**src/rtl/isqrt_result_fifo_if.sv**
```systemverilog
// Result stream bundle between isqrt pipeline, output FIFO and consumer.
// slave = FIFO side; master = pipeline/consumer (testbench) side.
interface isqrt_result_fifo_if;
    logic [31:0] in_data;
    logic        in_valid;
    logic [31:0] out_data;
    logic        out_valid;
    logic        out_ready;

    modport slave (
        input  in_data,
        input  in_valid,
        input  out_ready,
        output out_data,
        output out_valid
    );

    modport master (
        output in_data,
        output in_valid,
        output out_ready,
        input  out_data,
        input  out_valid
    );
endinterface

```
**src/rtl/isqrt_result_fifo.sv**
```systemverilog
// FWFT result FIFO behind the fast inverse-sqrt pipeline, with drop tracking.
// Optional macro ISQRT_FIFO_NAN_FILTER_EN: discard Inf/NaN/negative results and count them.
module isqrt_result_fifo #(
    parameter int DEPTH       = 16,
    parameter int AFULL_LEVEL = 12,
    parameter int CNT_W       = 8
) (
    input  logic                       clk,
    input  logic                       rst,
    isqrt_result_fifo_if.slave         bus,
    output logic [$clog2(DEPTH):0]     count,
    output logic                       almost_full,
    output logic                       overflow,
    output logic [CNT_W-1:0]           drop_cnt,
`ifdef ISQRT_FIFO_NAN_FILTER_EN
    output logic [CNT_W-1:0]           bad_cnt,
`endif
    input  logic                       overflow_clr
);

    localparam int AW = $clog2(DEPTH);
    localparam int CW = AW + 1;

    logic [31:0]      mem_q [DEPTH];
    logic [AW-1:0]    wr_ptr_q, wr_ptr_d;
    logic [AW-1:0]    rd_ptr_q, rd_ptr_d;
    logic [CW-1:0]    count_q, count_d;
    logic             valid_q, valid_d;
    logic             afull_q, afull_d;
    logic             ovf_q, ovf_d;
    logic [CNT_W-1:0] drop_q, drop_d;

    logic             bad_in;
    logic             take_in;
    logic             full;
    logic             pop;
    logic             push;
    logic             drop;

`ifdef ISQRT_FIFO_NAN_FILTER_EN
    logic [CNT_W-1:0] bad_q, bad_d;
    assign bad_in = bus.in_data[31] || (bus.in_data[30:23] == 8'hFF);
`else
    assign bad_in = 1'b0;
`endif

    assign take_in = bus.in_valid && !bad_in;
    assign full    = (count_q == CW'(DEPTH));
    assign pop     = valid_q && bus.out_ready;
    assign push    = take_in && (!full || pop);
    assign drop    = take_in && full && !pop;

    // Next-state for pointers, occupancy and status flags
    always_comb begin
        wr_ptr_d = wr_ptr_q;
        rd_ptr_d = rd_ptr_q;
        count_d  = count_q;
        ovf_d    = ovf_q;
        drop_d   = drop_q;

        if (push) wr_ptr_d = wr_ptr_q + AW'(1);
        if (pop)  rd_ptr_d = rd_ptr_q + AW'(1);

        if (push && !pop)      count_d = count_q + CW'(1);
        else if (pop && !push) count_d = count_q - CW'(1);

        if (overflow_clr) begin
            ovf_d  = 1'b0;
            drop_d = '0;
        end
        if (drop) begin
            ovf_d = 1'b1;
            if (drop_d != {CNT_W{1'b1}}) drop_d = drop_d + CNT_W'(1);
        end

        valid_d = (count_d != '0);
        afull_d = (count_d >= CW'(AFULL_LEVEL));
    end

`ifdef ISQRT_FIFO_NAN_FILTER_EN
    // Saturating count of filtered Inf/NaN/negative results
    always_comb begin
        bad_d = bad_q;
        if (overflow_clr) bad_d = '0;
        if (bus.in_valid && bad_in && bad_d != {CNT_W{1'b1}})
            bad_d = bad_d + CNT_W'(1);
    end

    // Filter counter register
    always_ff @(posedge clk) begin
        if (rst) bad_q <= '0;
        else     bad_q <= bad_d;
    end

    assign bad_cnt = bad_q;
`endif

    // Control and status registers
    always_ff @(posedge clk) begin
        if (rst) begin
            wr_ptr_q <= '0;
            rd_ptr_q <= '0;
            count_q  <= '0;
            valid_q  <= 1'b0;
            afull_q  <= 1'b0;
            ovf_q    <= 1'b0;
            drop_q   <= '0;
        end else begin
            wr_ptr_q <= wr_ptr_d;
            rd_ptr_q <= rd_ptr_d;
            count_q  <= count_d;
            valid_q  <= valid_d;
            afull_q  <= afull_d;
            ovf_q    <= ovf_d;
            drop_q   <= drop_d;
        end
    end

    // Storage array, deliberately not reset
    always_ff @(posedge clk) begin
        if (!rst && push) mem_q[wr_ptr_q] <= bus.in_data;
    end

    assign bus.out_data  = mem_q[rd_ptr_q];
    assign bus.out_valid = valid_q;
    assign count         = count_q;
    assign almost_full   = afull_q;
    assign overflow      = ovf_q;
    assign drop_cnt      = drop_q;

endmodule

```
**src/flat_wrapper.sv**
```systemverilog
// flat-port wrapper written by rule: the top's interface ports become plain ports
module isqrt_result_fifo_flat 
#(
    parameter int DEPTH       = 16,
    parameter int AFULL_LEVEL = 12,
    parameter int CNT_W       = 8
)
  (clk, rst, count, almost_full, overflow, drop_cnt, overflow_clr, bus_in_data, bus_in_valid, bus_out_ready, bus_out_data, bus_out_valid);
  isqrt_result_fifo_if bus_i ();
  input  logic clk;
  input  logic rst;
  output logic [$clog2(DEPTH):0] count;
  output logic almost_full;
  output logic overflow;
  output logic [CNT_W-1:0] drop_cnt;
  input  logic overflow_clr;
  input wire logic [$bits(bus_i.in_data)-1:0] bus_in_data;
  input wire logic [$bits(bus_i.in_valid)-1:0] bus_in_valid;
  input wire logic [$bits(bus_i.out_ready)-1:0] bus_out_ready;
  output wire logic [$bits(bus_i.out_data)-1:0] bus_out_data;
  output wire logic [$bits(bus_i.out_valid)-1:0] bus_out_valid;
  assign bus_i.in_data = bus_in_data;
  assign bus_i.in_valid = bus_in_valid;
  assign bus_i.out_ready = bus_out_ready;
  assign bus_out_data = bus_i.out_data;
  assign bus_out_valid = bus_i.out_valid;
  isqrt_result_fifo #(.DEPTH(DEPTH), .AFULL_LEVEL(AFULL_LEVEL), .CNT_W(CNT_W)) u_core (.clk(clk), .rst(rst), .bus(bus_i), .count(count), .almost_full(almost_full), .overflow(overflow), .drop_cnt(drop_cnt), .overflow_clr(overflow_clr));
endmodule
```
**config.mk**
```make
export PLATFORM = sky130hd
export DESIGN_NAME = isqrt_result_fifo_flat
export DESIGN_NICKNAME = d
export VERILOG_FILES = /design/src/rtl/isqrt_result_fifo_if.sv /design/src/rtl/isqrt_result_fifo.sv /design/src/flat_wrapper.sv
export SDC_FILE = /design/constraint.sdc
export NUM_CORES = 1
export LEC_CHECK = 0
export CORE_ASPECT_RATIO = 1.5
export CORE_MARGIN = 2
export CORE_UTILIZATION = 63
export DETAILED_ROUTE_END_ITERATION = 8
export GPL_TIMING_DRIVEN = 0
export PLACE_DENSITY = 0.88
export SLEW_MARGIN = 0
export SYNTH_ARGS = -nofsm -noshare
export SYNTH_HDL_FRONTEND = slang
export SYNTH_SLANG_ARGS = --single-unit
```
**constraint.sdc**
```tcl
create_clock -name clk -period 11.3 [get_ports clk]
set_clock_uncertainty 0.1 [all_clocks]
set_input_delay 3.39 -clock clk [delete_from_list [all_inputs] [get_ports clk]]
set_output_delay 3.39 -clock clk [all_outputs]
set_load 0.1 [all_outputs]
```
==> flow_summary.yaml, run 1 <==
synthesis:
  synth_mux_area_share_pct: 18.2
  synth_cells: 884
  yosysWarnings: 0
  yosysUniqueCellTypes: 51
  synthAdderAreaFrac_pct: 0.479
  synthSimpleGateAreaFrac_pct: 2.15
  synth_top_area_share_pct: 73.6
  synth_nets: 929
  synth_edf_count: 512
  synth_area_leaders: "edfxtp_1 (74%), mux4_2 (12%), mux4_1 (6.3%)"
  synth_compound_area_share_pct: 0.953
  ys_ff_latch: 540
  synth_area_um2: 20900
  synth_top_family_by_area: "multiplexers"
  synth-async-reset-ratio_pct: 0
  synth_top_area_cell: "edfxtp_1"
  ys_seq_area_share_pct: 76.3
  synth_xor_area_share_pct: 0.461
  synth_top_flop_cell: "edfxtp_1"
  syn_area_per_cell_um2: 23.6
drt:
  vias_per_cell: 7.03
  wirelength_mm: 50.0
  drc_errors: 0
  wire_per_inst_um: 33.7
  first_pass_iters: 5
  ant_nets: 0
  drtIter0Drc: 1157
  num_vias: 10400
timing:
  clock.fmax_mhz: 131
  worst_slack_ps: 3670
  timing.slew.headroom_pct: 31.0
  slew_violations: 0
  period_needed_ps: 7630
  tightest_slew_ps: 1030
  hold_viol_final: 0
  holdWs_ps: 372
  setup_violations: 0
  rsz0062_at_grt: "no"
  setup_tns_ps: 0
  fin_crit_sh_pct: 67.6
placement:
  port_buffers: 84
  finalWeightedCongestion: 0.763
  dp_slack_ps: 4260
  dp_hpwl_mm: 28.5
layout:
  final_common_cell: "edfxtp_1"
  fin_util_pct: 74.0
  layout-drive-gt1-share_pct: 21.6
  layout_common_cells: "edfxtp_1 (512), mux4_2 (110), clkdlybuf4s50_1 (84)"
  area_growth_pct: 15.7
  nets: 1077
grt:
  grt_max_degree: 22
  antenna_found_initial: 2
  grt_pass1_vias: 10700
  grt.overflow.total: 0
  grt_pass1_wl_mm: 72.5
  grtUsageTotal_pct: 29.3
setup_path:
  crit_arrival_ps: 4140
  critical_path_required_ps: 7810
  crit_fanout: 10
  worst_setup_path_start_kind: "flip-flop"
  cp-end-kind: "output pin"
  path_class: "reg -> out"
run:
  drv_cap: 0
pwr:
  p_leak_nw: 7.44
  p_seq_share_pct: 51.6
  switching_share_pct: 24.2
  ir_drop_uv: 144
  power.total_w: 0.00431
  p_comb_share_pct: 11.6
  clkPwrFrac_pct: 36.8
  p_sw_w: 0.00104
  p_int_w: 0.00327
  power.density_nw_per_um2: 178
clock_network:
  cts_buffers: 46
  cts.repair.resized: 0
  clock_latency_ps: 560
  clock-sinks: 540
  h-tree-depth: 2
  tritoncts: "done"
  clock-root-buffer: "clkbuf_16"
  cts_buffer_depth: 3
  post_cts_buffers: 0
  cts_hold_buf: 0
  clkTransAtPathRegs_ps: 70
floorplan:
  die-area_um2: 34600
  die_y_um: 227
  rows: 81
  io-pin-count: 85
  core_um2: 32600
  die_w_um: 153
  initial_utilization_pct: 64.0
run_status:
  outcome: "finished clean"
hold_path:
  holdCritPathClass: "reg -> reg"
==> kinds of logic after synthesis <==
family / Yosys count
compound gates: 28
fa+ha+maj: 8
flops: 540
mux: 161
buf+inv: 47
xor+xnor: 11
simple gates: 89
==> power by group through the flow <==
stage / sequential (W) / combinational, W / clock [W]
floorplan: 0.00229 / 0.000328 / 0
global placement: 0.00226 / 0.000473 / 0
detailed placement: 0.00226 / 0.000495 / 0
CTS: 0.00222 / 0.000502 / 0.00160
global route: 0.00222 / 0.000518 / 0.00166
finish: 0.00222 / 0.000500 / 0.00159
==> final timing paths <==
path,cells after the start,slack (ps),from,end
min,2,370,u_core.overflow$_SDFFE_PP0P_,u_core.overflow$_SDFFE_PP0P_
max,5,3670,flip-flop,bus_out_data[31]
max reg2reg,8,8020,u_core.count[0]$_SDFF_PP0_,u_core.mem_q[3][0]$_DFFE_PP_
min reg2reg,2,370,u_core.overflow$_SDFFE_PP0P_,u_core.overflow$_SDFFE_PP0P_
==> critical path, cell delays in order, from the launching register on <==
cell and delay [ps]:
dfxtp_1 380, clkbuf_1 480, clkbuf_1 770, mux4_1 430
mux4_2 510, clkdlybuf4s50_1 1010
==> final cells by class <==
type                    instances  area [um^2]
fillers                      1677         8480
diodes                          2         5.00
multi-input cells             297         4770
plain buffers                  41          279
clock buffers                  52         1190
flip-flops and latches        540        15900
repair buffers                100         1160
inverters                       6         22.5
clock inverters                31          274
well taps                     415          519
==> cells in the mapped netlist (4+ instances only) <==
| cell type | count |
|---|---|
| edfxtp_1 | 512 |
| xnor2_1 | 5 |
| a21oi_1 | 7 |
| buf_2 | 4 |
| nand2_1 | 16 |
| inv_1 | 6 |
| nor3_1 | 7 |
| dfxtp_1 | 28 |
| xor2_1 | 6 |
| a211oi_1 | 4 |
| clkbuf_1 | 17 |
| ha_1 | 8 |
| buf_6 | 11 |
| buf_1 | 5 |
| nor2_1 | 37 |
| mux4_1 | 50 |
| mux4_2 | 110 |
==> per-layer routing <==
layer / wire [um] / track usage (%) / part of all wire, % / vias to the layer above
met5: 13 / 0 / 0.026 / -
met4: 1970 / 11.9 / 4.0 / 2
met3: 4730 / 6.26 / 9.5 / 132
met2: 25400 / 49.0 / 51 / 786
met1: 17900 / 38.6 / 36 / 5419
li1: - / - / - / 4100
==> flip-flops by register name, indices dropped and copies added, names as in the netlist, named ones only <==
name                  count
u_core.mem_q            512
u_core.drop_cnt           8
u_core.count              5
u_core.rd_ptr_q           4
u_core.wr_ptr_q           4
u_core.almost_full        1
u_core.bus.out_valid      1
u_core.overflow           1
==> stage by stage <==
stage | std cells | instance area (um^2)
2_1_floorplan | 884 | 20900
3_3_place_gp | 1383 | 22200
3_5_place_dp | 1399 | 22700
4_1_cts | 1482 | 24200
5_1_grt | 1483 | 24200
6_report | 1484 | 24200
Note: power is estimated with default switching activity, not from simulation.
==> run 2: changes to the inputs <==
Settings changed: CORE_UTILIZATION 63 to 54, PLACE_DENSITY 0.88 to 0.81.
Clock period 11.3 ns to 6.3 ns, I/O delays scaled along.
==> run 2 against run 1 <==
Effect of this change: sequential share of layout area is 0.49 points lower; setup slack worse by 3600 ps; core utilization is 11 points lower; largest cell class unchanged; critical path depth stayed put.
==> flow_summary.yaml, run 2 (synthesis results as in run 1) <==
run_status:
  outcome: "finished clean"
clock_network:
  post_cts_buffers: 0
  cts_buffers: 47
  cts_buffer_depth: 3
  cts_hold_buf: 0
  clkTransAtPathRegs_ps: 60
  h-tree-depth: 2
  cts.repair.resized: 0
  clock-root-buffer: "clkbuf_16"
  clock-sinks: 540
  tritoncts: "done"
  clock_latency_ps: 550
drt:
  vias_per_cell: 6.41
  drc_errors: 0
  wire_per_inst_um: 29.6
  num_vias: 10000
  wirelength_mm: 46.3
  route.met2.wl_mm: 24.3
  dr_wl_met3_mm: 3.30
  highest_layer: "met4"
  ant_nets: 0
  first_pass_iters: 5
  wl_met1_mm: 17.0
  drtIter0Drc: 1085
setup_path:
  critical_path_required_ps: 4310
  reg2reg_from: "u_core.count[0]$_SDFF_PP0_"
  crit_arrival_ps: 4280
  reg2reg_depth: 8
  path_class: "reg -> out"
  worst_setup_path_start_kind: "flip-flop"
  cp-end-kind: "output pin"
  crit_fanout: 10
floorplan:
  die_y_um: 245
  core_um2: 38300
  initial_utilization_pct: 54.5
  die_w_um: 165
  die-area_um2: 40300
  rows: 88
  io-pin-count: 85
placement:
  finalWeightedCongestion: 0.775
  port_buffers: 84
  dp_hpwl_mm: 26.2
hold_path:
  holdCritPathClass: "reg -> reg"
  min_from: "u_core.overflow$_SDFFE_PP0P_"
  hold_depth: 2
timing:
  holdWs_ps: 366
  setup_tns_ps: 0
  setup_violations: 0
  slew_violations: 0
  rsz0062_at_grt: "no"
  period_needed_ps: 6270
  tightest_slew_ps: 1030
  hold_viol_final: 0
  timing.slew.headroom_pct: 31.4
  fin_crit_sh_pct: 99.5
  clock.fmax_mhz: 159
pwr:
  switching_share_pct: 23.7
  p_sw_w: 0.00184
  clkPwrFrac_pct: 37.3
  power.density_nw_per_um2: 319
  power.total_w: 0.00776
  ir_drop_uv: 203
  p_comb_share_pct: 11.4
  p_seq_share_pct: 51.3
  p_int_w: 0.00592
  p_leak_nw: 7.49
layout:
  layout_common_cells: "edfxtp_1 (512), mux4_2 (110), clkdlybuf4s50_1 (84)"
  area_growth_pct: 16.5
  top_register: "u_core.mem_q"
  largest_reg_flops: 512
  seq_area_um2: 15900
  layout-drive-gt1-share_pct: 22.2
  multi_input_area_um2: 4770
  nets: 1078
  final_common_cell: "edfxtp_1"
  nFillCells: 2448
grt:
  antenna_found_initial: 2
  grt.overflow.total: 0
  grt_pass1_vias: 10700
  grt_pass1_wl_mm: 68.5
  grtUsageTotal_pct: 23.8
  grt_max_degree: 23
run:
  drv_cap: 0
-- run 2: cell count changes in the layout (fill, tap and decap cells not counted), moves of 2 or more --
cell       delta
clkinv_2      +3
buf_16        +3
buf_12        -3
clkbuf_16     +2
clkinv_1      -5
-- run 2: worst paths after layout --
kind	to	slack, ps
worst max-delay path	bus_out_data[2]	30
worst max register to register	u_core.mem_q[1][17]$_DFFE_PP_	3100
worst min register to register	u_core.overflow$_SDFFE_PP0P_	370
worst min-delay path	u_core.overflow$_SDFFE_PP0P_	370
-- run 2: power by group through the flow --
stage | Combinational [W] | Sequential [W] | Clock (W)
after detailed placement | 0.000883 | 0.00406 | 0
after CTS | 0.000891 | 0.00398 | 0.00292
after floorplan | 0.000588 | 0.00410 | 0
final | 0.000884 | 0.00398 | 0.00289
after global routing | 0.000920 | 0.00398 | 0.00304
after global placement | 0.000856 | 0.00406 | 0
-- run 2: stage by stage --
| step | utilization, % | area, um^2 | cells | setup WS, ps |
|---|---|---|---|---|
| 2_1_floorplan | - | 20900 | 884 | 1730 |
| 3_3_place_gp | 58.3 | 22300 | 1463 | -550 |
| 3_5_place_dp | 59.5 | 22800 | 1479 | 728 |
| 4_1_cts | 63.5 | 24300 | 1563 | 94.5 |
| 5_1_grt | 63.5 | 24300 | 1565 | 15.2 |
| 6_report | 63.5 | 24300 | 1565 | 29.0 |
-- run 2: metal layers --
metal  vias to the layer above  GRT usage (%)
li1                       4102              -
met1                      5265           30.4
met2                       560           40.6
met3                       111           4.16
met4                         0           9.74
met5                         -              0
-- run 2: final cells by class --
class / instances / area share (%)
Timing Repair Buffer: 100 / 4.86
Inverter: 6 / 0.0925
Tap cell: 495 / 2.54
Multi-Input combinational cell: 297 / 19.6
Antenna cell: 2 / 0.0206
Sequential cell: 540 / 65.5
Clock inverter: 30 / 1.16
Buffer: 41 / 1.15
Clock buffer: 54 / 5.12
-- run 2: critical path, cell delays in order, from the launching register on --
cell	delay, ps
dfxtp_1	380
clkbuf_1	540
clkbuf_1	780
mux4_1	470
mux4_2	550
clkdlybuf4s50_1	1000
